**config.mk**
```make
export PLATFORM = sky130hd
export DESIGN_NAME = tdc_event_reader
export DESIGN_NICKNAME = d
export VERILOG_FILES = /design/src/rtl/tdc_event_reader.sv
export SDC_FILE = /design/constraint.sdc
export NUM_CORES = 1
export LEC_CHECK = 0
export CAP_MARGIN = 0
export CELL_PAD_IN_SITES_DETAIL_PLACEMENT = 2
export CELL_PAD_IN_SITES_GLOBAL_PLACEMENT = 2
export CORE_MARGIN = 2
export CORE_UTILIZATION = 50
export CTS_CLUSTER_DIAMETER = 80
export DETAILED_ROUTE_END_ITERATION = 8
export GPL_TIMING_DRIVEN = 0
export PLACE_DENSITY = 0.81
export SLEW_MARGIN = 30
export SYNTH_ARGS = -nofsm -noshare
export SYNTH_HDL_FRONTEND = slang
export SYNTH_SLANG_ARGS = --single-unit
```
**constraint.sdc**
```tcl
create_clock -name clk -period 23.3 [get_ports clk]
set_input_delay 5.825 -clock clk [delete_from_list [all_inputs] [get_ports clk]]
set_output_delay 5.825 -clock clk [all_outputs]
set_load 0.005 [all_outputs]
```
**src/rtl/tdc_event_reader.sv**
```systemverilog
// TDC channel consumer: captures timestamp/pulse-width events through the hasEvent/clear
// handshake into a FIFO and streams them out as two 32-bit beats per event.
module tdc_event_reader #(
    parameter int          FIFO_DEPTH = 8,
    parameter logic [31:0] TOT_MAX    = 32'h0001E848
) (
    input  logic                            clk,
    input  logic                            reset,
    input  logic                            i_enable,
    output logic                            o_enable_channel,
    input  logic                            i_hasEvent,
    input  logic [31:0]                     i_timestamp,
    input  logic [31:0]                     i_pulseWidth,
    output logic                            o_clear,
    output logic [31:0]                     o_data,
    output logic                            o_valid,
    output logic                            o_last,
    input  logic                            i_ready,
    output logic [$clog2(FIFO_DEPTH):0]     o_fifo_count,
    output logic [15:0]                     o_overflow_count,
    output logic                            o_tot_error
);

    localparam int AW = $clog2(FIFO_DEPTH);
    localparam int CW = AW + 1;
    localparam logic [CW-1:0] FULL_COUNT = CW'(FIFO_DEPTH);

    localparam logic [1:0] ST_IDLE  = 2'd0;
    localparam logic [1:0] ST_CLEAR = 2'd1;
    localparam logic [1:0] ST_WAIT  = 2'd2;

    logic [1:0]    state;
    logic [31:0]   ts_mem [FIFO_DEPTH];
    logic [31:0]   pw_mem [FIFO_DEPTH];
    logic [AW-1:0] wr_ptr;
    logic [AW-1:0] rd_ptr;
    logic [CW-1:0] count;
    logic          beat_sel;
    logic          full;
    logic          event_seen;
    logic          push;
    logic          drop;
    logic          pop;

    // Full is judged on the count before this edge, so a simultaneous pop never rescues a push.
    assign full       = (count == FULL_COUNT);
    assign event_seen = (state == ST_IDLE) && i_hasEvent;
    assign push       = event_seen && o_enable_channel && !full;
    assign drop       = event_seen && o_enable_channel && full;
    assign pop        = o_valid && i_ready && beat_sel;

    always_ff @(posedge clk) begin
        if (reset) begin
            state <= ST_IDLE;
        end else begin
            case (state)
                ST_IDLE:  if (i_hasEvent) state <= ST_CLEAR;
                ST_CLEAR: state <= ST_WAIT;
                ST_WAIT:  if (!i_hasEvent) state <= ST_IDLE;
                default:  state <= ST_IDLE;
            endcase
        end
    end

    always_ff @(posedge clk) begin
        if (reset) begin
            o_enable_channel <= 1'b0;
            o_overflow_count <= 16'h0000;
            o_tot_error      <= 1'b0;
        end else begin
            o_enable_channel <= i_enable;
            if (drop && (o_overflow_count != 16'hFFFF))
                o_overflow_count <= o_overflow_count + 16'd1;
            if (push && (i_pulseWidth >= TOT_MAX))
                o_tot_error <= 1'b1;
        end
    end

    // Storage is not reset; the zeroed count alone makes stale entries invisible.
    always_ff @(posedge clk) begin
        if (push && !reset) begin
            ts_mem[wr_ptr] <= i_timestamp;
            pw_mem[wr_ptr] <= i_pulseWidth;
        end
    end

    always_ff @(posedge clk) begin
        if (reset) begin
            wr_ptr   <= '0;
            rd_ptr   <= '0;
            count    <= '0;
            beat_sel <= 1'b0;
        end else begin
            if (push)
                wr_ptr <= wr_ptr + AW'(1);
            if (pop)
                rd_ptr <= rd_ptr + AW'(1);
            if (push && !pop)
                count <= count + CW'(1);
            else if (pop && !push)
                count <= count - CW'(1);
            if (o_valid && i_ready)
                beat_sel <= !beat_sel;
        end
    end

    assign o_valid      = (count != '0);
    assign o_data       = o_valid ? (beat_sel ? pw_mem[rd_ptr] : ts_mem[rd_ptr]) : 32'h0;
    assign o_last       = o_valid && beat_sel;
    assign o_clear      = (state == ST_CLEAR);
    assign o_fifo_count = count;

endmodule

```
==> results.py, run 1 <==
metrics = {
    "outcome": {
        "error_line": "[ERROR DPL-0033] detailed placement checks failed during check placement.",
        "lastStage": "detailed placement (3_5_place_dp)",
        "status": "stopped before the end",
    },
    "placed_design": {
        "gp_congestion": 0.705,
        "port_buffers": 125,
        "place_hpwl_um": 45800,
    },
    "floorplan": {
        "die-height_um": 209,
        "initial_core_util_pct": 50.3,
        "io_pins": 126,
        "die_w_um": 209,
        "rows": 75,
    },
    "synthesis": {
        "synth_edf_count": 512,
        "avgSynthCellArea_um2": 21.5,
        "yosys_warnings": 0,
        "synth-seq-area-share_pct": 76.4,
        "async_flop_share_pct": 0,
        "synth_cells": 979,
        "synth_cell_types": 43,
        "synth_nets": 1055,
        "netlist_area_um2": 21000,
        "ys_ff_latch": 546,
        "synth_ff_type": "edfxtp_1",
    },
}
## metrics by stage
stage / worst slack [ns] / cells
3_3_place_gp: 6.64 / 1643
2_1_floorplan: 11.85 / 979
## Yosys cell counts, drive strengths merged (3+ instances only)
library cell / instances / area (um^2)
inv: 5 / 18.8
nor2b: 6 / 37.5
ha: 6 / 75.1
nand2b: 3 / 18.8
clkbuf: 32 / 141
mux2i: 68 / 681
xor2: 5 / 43.8
a21oi: 16 / 80.1
and4: 3 / 26.3
nand4: 6 / 37.5
or4: 13 / 98.9
buf: 17 / 65.1
nor4: 9 / 56.3
nand3: 9 / 45.0
o22ai: 32 / 200
o31ai: 10 / 75.1
mux2: 4 / 45.0
nor2: 30 / 113
nor3: 4 / 20.0
edfxtp: 512 / 15400
mux4: 128 / 2880
nand2: 8 / 30.0
dfxtp: 34 / 681
## cell families after synthesis
kind of cell,synth area share (%)
xor+xnor,0.292
simple gates,2.73
compound gates,1.90
buf+inv,1.07
mux,17.2
fa+ha+maj,0.452
flops,76.4
==> inputs of run 2 (changes only) <==
==> config.mk (replaced) <==
export PLATFORM = sky130hd
export DESIGN_NAME = tdc_event_reader
export DESIGN_NICKNAME = d
export VERILOG_FILES = /design/src/rtl/tdc_event_reader.sv
export SDC_FILE = /design/constraint.sdc
export NUM_CORES = 1
export LEC_CHECK = 0
export CAP_MARGIN = 0
export CORE_MARGIN = 2
export CORE_UTILIZATION = 40
export DETAILED_ROUTE_END_ITERATION = 8
export GPL_TIMING_DRIVEN = 0
export PLACE_DENSITY_LB_ADDON = 0.15
export SLEW_MARGIN = 30
export SYNTH_ARGS = -nofsm -noshare
export SYNTH_HDL_FRONTEND = slang
export SYNTH_SLANG_ARGS = --single-unit
==> run 2 against run 1 <==
Compared with the run above:
- synthesized cell count stayed put
- the run now ends clean
- synthesized area stayed put
==> results.py, run 2 <==
metrics = {
    "global_routing": {
        "grt_overflow": 0,
        "antenna_found_initial": 0,
        "grt_usage_pct": 18.3,
        "grt_max_degree": 18,
        "grt_pass1_wl_um": 72200,
        "grt_pass1_vias": 11000,
    },
    "power": {
        "total_power_mw": 2.04,
        "ir_drop_uv": 44.1,
        "power_density_nw_per_um2": 79.0,
        "p_leak_nw": 7.86,
    },
    "setup_path": {
        "max_stage_delay_ns": 0.72,
        "crit_arrival_ns": 3.66,
        "end_kind": "output port",
        "critPathRequiredTime_ns": 17.48,
        "critPathTopFamily": "buffers and inverters",
        "r2r_slack_ns": 19.49,
        "crit_path_top_delay_cell": "clkbuf_1",
        "reg2reg_to": "ts_mem[1][18]",
        "worstPathCellList": "clkbuf_1, clkbuf_1, mux4_2, mux2i_1, o22ai_1, clkdlybuf4s50_1",
        "worst_path_most_repeated_cell": "clkbuf_1",
        "cp-start-kind": "register",
        "r2r-start": "o_fifo_count[0]",
        "criticalPathCategory": "reg -> out",
        "crit_buf_inv": 3,
        "crit_fanout": 10,
        "r2r.worst_path.cells": 11,
    },
    "placed_design": {
        "gp_congestion": 0.714,
        "post_dp_cell_area_um2": 24100,
        "port_buffers": 125,
        "dp_slack_ns": 13.49,
        "place_hpwl_um": 32000,
        "placedCellCount": 1845,
    },
    "cells_and_area": {
        "insertedDiodeCount": 0,
        "final_core_util_pct": 49.4,
        "layout-drive-gt1-share_pct": 23.2,
        "mostFrequentLayoutCell": "edfxtp_1",
        "final_cell_mix": "edfxtp_1, mux4_2, clkdlybuf4s50_1, mux2i_1, clkbuf_16",
        "instances_no_fill": 1945,
        "reg_top3": "pw_mem: 256 flops, ts_mem: 256 flops, o_overflow_count: 16 flops",
        "n_fill_cell": 4261,
        "design_area_um2": 25800,
        "final_nets": 1290,
        "area_growth_pct": 22.9,
    },
    "floorplan": {
        "dieArea_um2": 54400,
        "io_pins": 126,
        "rows": 84,
        "die_w_um": 233,
        "initial_core_util_pct": 40.2,
        "die-height_um": 233,
        "coreArea_um2": 52200,
    },
    "timing": {
        "setup_viol": 0,
        "worst-slew-pin-transition_ns": 0.943,
        "period_share_pct": 40.7,
        "fin_crit_ns": 9.48,
        "relSlewSlack_pct": 37.1,
        "max_freq_mhz": 105,
        "hold_viol": 0,
        "clock_skew_ns": 0.0155,
        "slew_viol_final": 0,
        "rsz0062_at_grt": "no",
        "setup_slack_ns": 13.82,
        "setup_tns_ns": 0,
        "whs_ns": 0.493,
    },
    "synthesis": {
        "netlist_area_um2": 21000,
        "synth_ff_type": "edfxtp_1",
        "async_flop_share_pct": 0,
        "synth_nets": 1055,
        "synth_edf_count": 512,
        "synth_cell_types": 43,
        "synth.area.top_cells": "edfxtp_1, mux4_2, dfxtp_1, mux2i_1, o22ai_1",
        "ys_ff_latch": 546,
        "yosys_warnings": 0,
        "synth-seq-area-share_pct": 76.4,
        "synth_cells": 979,
        "avgSynthCellArea_um2": 21.5,
        "yosysTopAreaCell": "edfxtp_1",
        "ys_top_cells_by_count": "edfxtp_1, mux4_2, mux2i_1",
        "synth.most_common_cell": "edfxtp_1",
        "synth_top_area_share_pct": 73.2,
    },
    "worst_hold_path": {
        "whs_endpoint": "state[0]",
        "min_path_cells": 1,
        "hp-class": "reg -> reg",
        "worstHoldStart": "state[1]",
    },
    "drt": {
        "drt_first_iter_violations": 799,
        "wl_per_cell_um": 24.9,
        "wirelength_um": 48500,
        "vias_per_cell": 5.38,
        "antenna_left": 0,
        "drc": 0,
        "vias": 10500,
        "first_pass_iters": 5,
    },
    "clock_tree": {
        "cts-hold-fix-buffers": 0,
        "clkSlewWorstSetupHoldPaths_ns": 0.06,
        "cts_root_buf": "clkbuf_16",
        "clk_latency_ns": 0.60,
        "h-tree-depth": 2,
        "cts.sinks": 546,
        "cts_made_buffers": 55,
        "post_cts.repair.setup_buffers": 0,
        "cts-resized-gates": 0,
        "clk_path_buf_depth": 3,
        "cts_tree": "built",
    },
    "run": {
        "drv_cap": 0,
    },
    "outcome": {
        "status": "finished, final reports clean",
    },
}
==> run 2: cell counts after synthesis <==
Identical to the previous run, type by type.
==> run 2: layout make-up <==
class	instances	area, um^2	area share (%)
sequential	546	16100	62.2
multi-input combinational	379	4800	18.6
timing repair buffer	178	2140	8.30
clock buffer	72	1520	5.90
tap	688	861	3.33
buffer	49	224	0.867
clock inverter	28	198	0.766
inverter	5	18.8	0.0727
==> run 2: worst max-delay path by stage <==
stage                          start             to  cells past startpoint  slack [ns]
final                       register     o_data[26]                      6       13.82
after global placement    i_hasEvent  ts_mem[1][18]                      5        5.59
after detailed placement  i_hasEvent  ts_mem[1][18]                     12       13.49
after floorplan           i_hasEvent   pw_mem[0][0]                      3       11.85
after CTS                   register     o_data[27]                      6       13.58
after global routing        register     o_data[27]                      6       13.61
==> run 2: report_power, final <==
group | internal, mW | leakage (nW) | switching [mW] | total (mW)
logic | 0.0564 | 2.12 | 0.0581 | 0.115
clock network | 0.489 | 0.852 | 0.357 | 0.846
registers | 1.08 | 4.88 | 0.00284 | 1.08
==> run 2: cell families (layout without fill, tap and decap cells) <==
logic type                 count (synthesis)  count (layout)  synth area share [%]
and+or+nand+nor                          101             101                  2.73
adders and majority gates                  7               7                 0.452
xor gates and xnor gates                   7               7                 0.292
buffers and inverters                     54             332                  1.07
AOI/OAI and AO/OA                         64              64                  1.90
muxes                                    200             200                  17.2
DFF                                      546             546                  76.4
==> run 2: per-layer routing <==
layer | share of wire [%] | wire [um] | global-route usage [%] | up-vias
met1 | 46 | 22100 | 27.0 | 5545
met4 | 1.5 | 732 | 3.92 | 0
met5 | 0 | 0 | 0 | -
li1 | - | - | - | 4621
met3 | 5.4 | 2620 | 3.53 | 57
met2 | 48 | 23100 | 28.6 | 249
==> run 2: worst register-to-register path, stage by stage, from the launching register on <==
cell and delay [ns]:
dfxtp_1 0.51, nor4b_1 0.18, nor2_1 0.60, nand3b_1 0.45
nor3_2 0.48, buf_4 0.25, buf_6 0.14, buf_4 0.19
buf_4 0.17, buf_4 0.17, buf_4 0.19, buf_4 0.16
Power figures use the tool's default switching activity.
==> inputs of run 3 (changes only) <==
==> constraint.sdc (replaced) <==
create_clock -name clk -period 7.65 [get_ports clk]
set_input_delay 1.9125 -clock clk [delete_from_list [all_inputs] [get_ports clk]]
set_output_delay 1.9125 -clock clk [all_outputs]
set_load 0.005 [all_outputs]
==> results of run 3 <==
The final DEF is identical to that of run 2. Status: finished, final reports clean.
Main changes from that run: setup slack after placement 13.49 ns -> 1.75 ns; setup slack after layout 13.82 ns -> 2.08 ns; register-to-register setup slack 19.49 ns -> 3.84 ns; total power 2.04 mW -> 6.21 mW; worst IR drop on VDD 44.1 uV -> 134 uV
==> inputs of run 4 (changes only) <==
==> constraint.sdc (replaced) <==
create_clock -name clk -period 5.5 [get_ports clk]
set_input_delay 1.375 -clock clk [delete_from_list [all_inputs] [get_ports clk]]
set_output_delay 1.375 -clock clk [all_outputs]
set_load 0.005 [all_outputs]
==> run 4 against run 3 <==
Compared with the run above:
- die area unchanged
- critical path depth stayed put
- clock power rose by 41%
- combinational power grew 39%
- global-route usage fell by 0.22 points
- via count is 0.70% lower
- largest power group unchanged
- register-to-register slack lost 1.9 ns
==> results.py, run 4 (synthesized netlist as in run 2, its figures left out) <==
metrics = {
    "outcome": {
        "status": "finished, final reports clean",
    },
    "worst_hold_path": {
        "hp-class": "reg -> reg",
        "min_path_cells": 2,
        "worstHoldStart": "o_overflow_count[11]",
        "whs_endpoint": "o_overflow_count[11]",
    },
    "timing": {
        "clock_skew_ns": 0.0207,
        "fin_crit_ns": 5.01,
        "rsz0062_at_grt": "no",
        "worst-slew-pin-transition_ns": 0.960,
        "max_freq_mhz": 200,
        "period_share_pct": 91.1,
        "relSlewSlack_pct": 36.0,
        "setup_viol": 0,
        "hold_viol": 0,
        "slew_viol_final": 0,
        "whs_ns": 0.502,
    },
    "cells_and_area": {
        "multiInputGateArea_um2": 4810,
        "final_core_util_pct": 49.4,
        "final_nets": 1276,
        "layout-drive-gt1-share_pct": 22.7,
        "area_growth_pct": 22.7,
        "n_fill_cell": 4245,
        "reg_top3": "pw_mem: 256 flops, ts_mem: 256 flops, o_overflow_count: 16 flops",
        "final_cell_mix": "edfxtp_1, mux4_2, clkdlybuf4s50_1, mux2i_1, clkbuf_16",
        "register_area_um2": 16100,
        "mostFrequentLayoutCell": "edfxtp_1",
        "instances_no_fill": 1930,
    },
    "setup_path": {
        "critPathRequiredTime_ns": 4.12,
        "worst_path_most_repeated_cell": "clkbuf_1",
        "r2r_slack_ns": 1.93,
        "crit_path_top_delay_cell": "clkbuf_1",
        "crit_arrival_ns": 3.64,
        "crit_buf_inv": 3,
        "critPathTopFamily": "buffers and inverters",
        "crit_fanout": 10,
        "r2r.worst_path.cells": 11,
        "reg2reg_to": "o_fifo_count[3]",
        "end_kind": "output port",
        "r2r-start": "o_fifo_count[0]",
        "max_stage_delay_ns": 0.68,
        "cp-start-kind": "register",
        "criticalPathCategory": "reg -> out",
        "worstPathCellList": "clkbuf_1, clkbuf_1, mux4_2, mux2i_1, o22ai_1, clkdlybuf4s50_1",
    },
    "placed_design": {
        "gp_congestion": 0.721,
        "place_hpwl_um": 31700,
        "placedCellCount": 1831,
        "port_buffers": 125,
    },
    "power": {
        "combPwrFrac_pct": 5.6,
        "p_leak_nw": 7.78,
        "pwr-share-seq_pct": 52.6,
        "power_switching_share_pct": 20.4,
        "ir_drop_uv": 197,
        "switching_power_mw": 1.78,
        "internal_power_mw": 6.91,
        "power_density_nw_per_um2": 337,
        "clock_power_share_pct": 41.9,
    },
    "global_routing": {
        "antenna_found_initial": 1,
        "grt_usage_pct": 18.1,
        "grt_pass1_wl_um": 71600,
        "grt_max_degree": 18,
        "grt_overflow": 0,
        "grt_pass1_vias": 10800,
    },
    "clock_tree": {
        "h-tree-depth": 2,
        "cts_made_buffers": 55,
        "cts-hold-fix-buffers": 0,
        "clkSlewWorstSetupHoldPaths_ns": 0.06,
        "post_cts.repair.setup_buffers": 0,
        "cts.sinks": 546,
        "cts_tree": "built",
        "clk_path_buf_depth": 3,
        "clk_latency_ns": 0.60,
        "cts-resized-gates": 0,
        "cts_root_buf": "clkbuf_16",
    },
    "floorplan": {
        "io_pins": 126,
        "rows": 84,
        "die-height_um": 233,
        "coreArea_um2": 52200,
        "dieArea_um2": 54400,
        "die_w_um": 233,
        "initial_core_util_pct": 40.2,
    },
    "drt": {
        "wl_per_cell_um": 24.8,
        "wirelength_um": 47900,
        "drt_first_iter_violations": 739,
        "vias": 10400,
        "first_pass_iters": 5,
        "vias_per_cell": 5.39,
        "drc": 0,
        "antenna_left": 0,
    },
    "run": {
        "drv_cap": 0,
    },
}
run 4: worst max path at each step:
stage | cells past startpoint | slack, ns | to | startpoint
2_1_floorplan | 3 | 0.21 | pw_mem[2][0] | i_hasEvent
3_3_place_gp | 5 | -3.93 | ts_mem[3][19] | i_hasEvent
3_5_place_dp | 8 | 0.70 | pw_mem[3][11] | i_hasEvent
4_1_cts | 6 | 0.06 | o_data[25] | register
6_report | 6 | 0.49 | o_data[26] | register
5_1_grt | 6 | 0.26 | o_data[26] | register
run 4: power by group through the flow:
stage	clock, mW	sequential (mW)	combinational [mW]
final	3.64	4.57	0.484
after global routing	3.87	4.57	0.527
after CTS	3.72	4.57	0.495
after detailed placement	0	4.66	0.493
after global placement	0	4.66	0.483
after floorplan	0	4.66	0.190
run 4: metal layers:
layer | track usage [%] | up-vias | routed length, um
met5 | 0 | - | 0
met4 | 4.34 | 0 | 702
met3 | 2.89 | 55 | 1990
met2 | 29.8 | 216 | 23800
met1 | 25.5 | 5527 | 21400
li1 | - | 4601 | -
run 4: per-stage QoR:
step	setup WS, ns	area [um^2]	total power [mW]	setup TNS (ns)
6_report	0.488	25800	8.69	0
4_1_cts	0.0585	25800	8.78	0
3_5_place_dp	0.696	24000	5.15	0
3_3_place_gp	-3.93	23100	5.14	-1768.02
2_1_floorplan	0.214	21000	4.85	0
5_1_grt	0.263	25800	8.97	0
run 4: layout make-up:
| type | instances | share of cell area [%] |
|---|---|---|
| diodes | 1 | 0.00970 |
| plain buffers | 49 | 0.863 |
| clock inverters | 22 | 0.863 |
| clock buffers | 76 | 5.91 |
| multi-input cells | 379 | 18.6 |
| repair buffers | 164 | 8.06 |
| well taps | 688 | 3.34 |
| flip-flops and latches | 546 | 62.2 |
| inverters | 5 | 0.0728 |
run 4: worst register-to-register path, stage by stage, from the launching register on:
cell and delay (ns):
dfxtp_1 0.39, or4_2 0.75, nand2_1 0.43, inv_1 0.19, nand2_1 0.18, ha_1 0.20, inv_1 0.11, ha_1 0.29
a21o_2 0.21, a21oi_1 0.17, mux2i_1 0.21, mux2_2 0.34
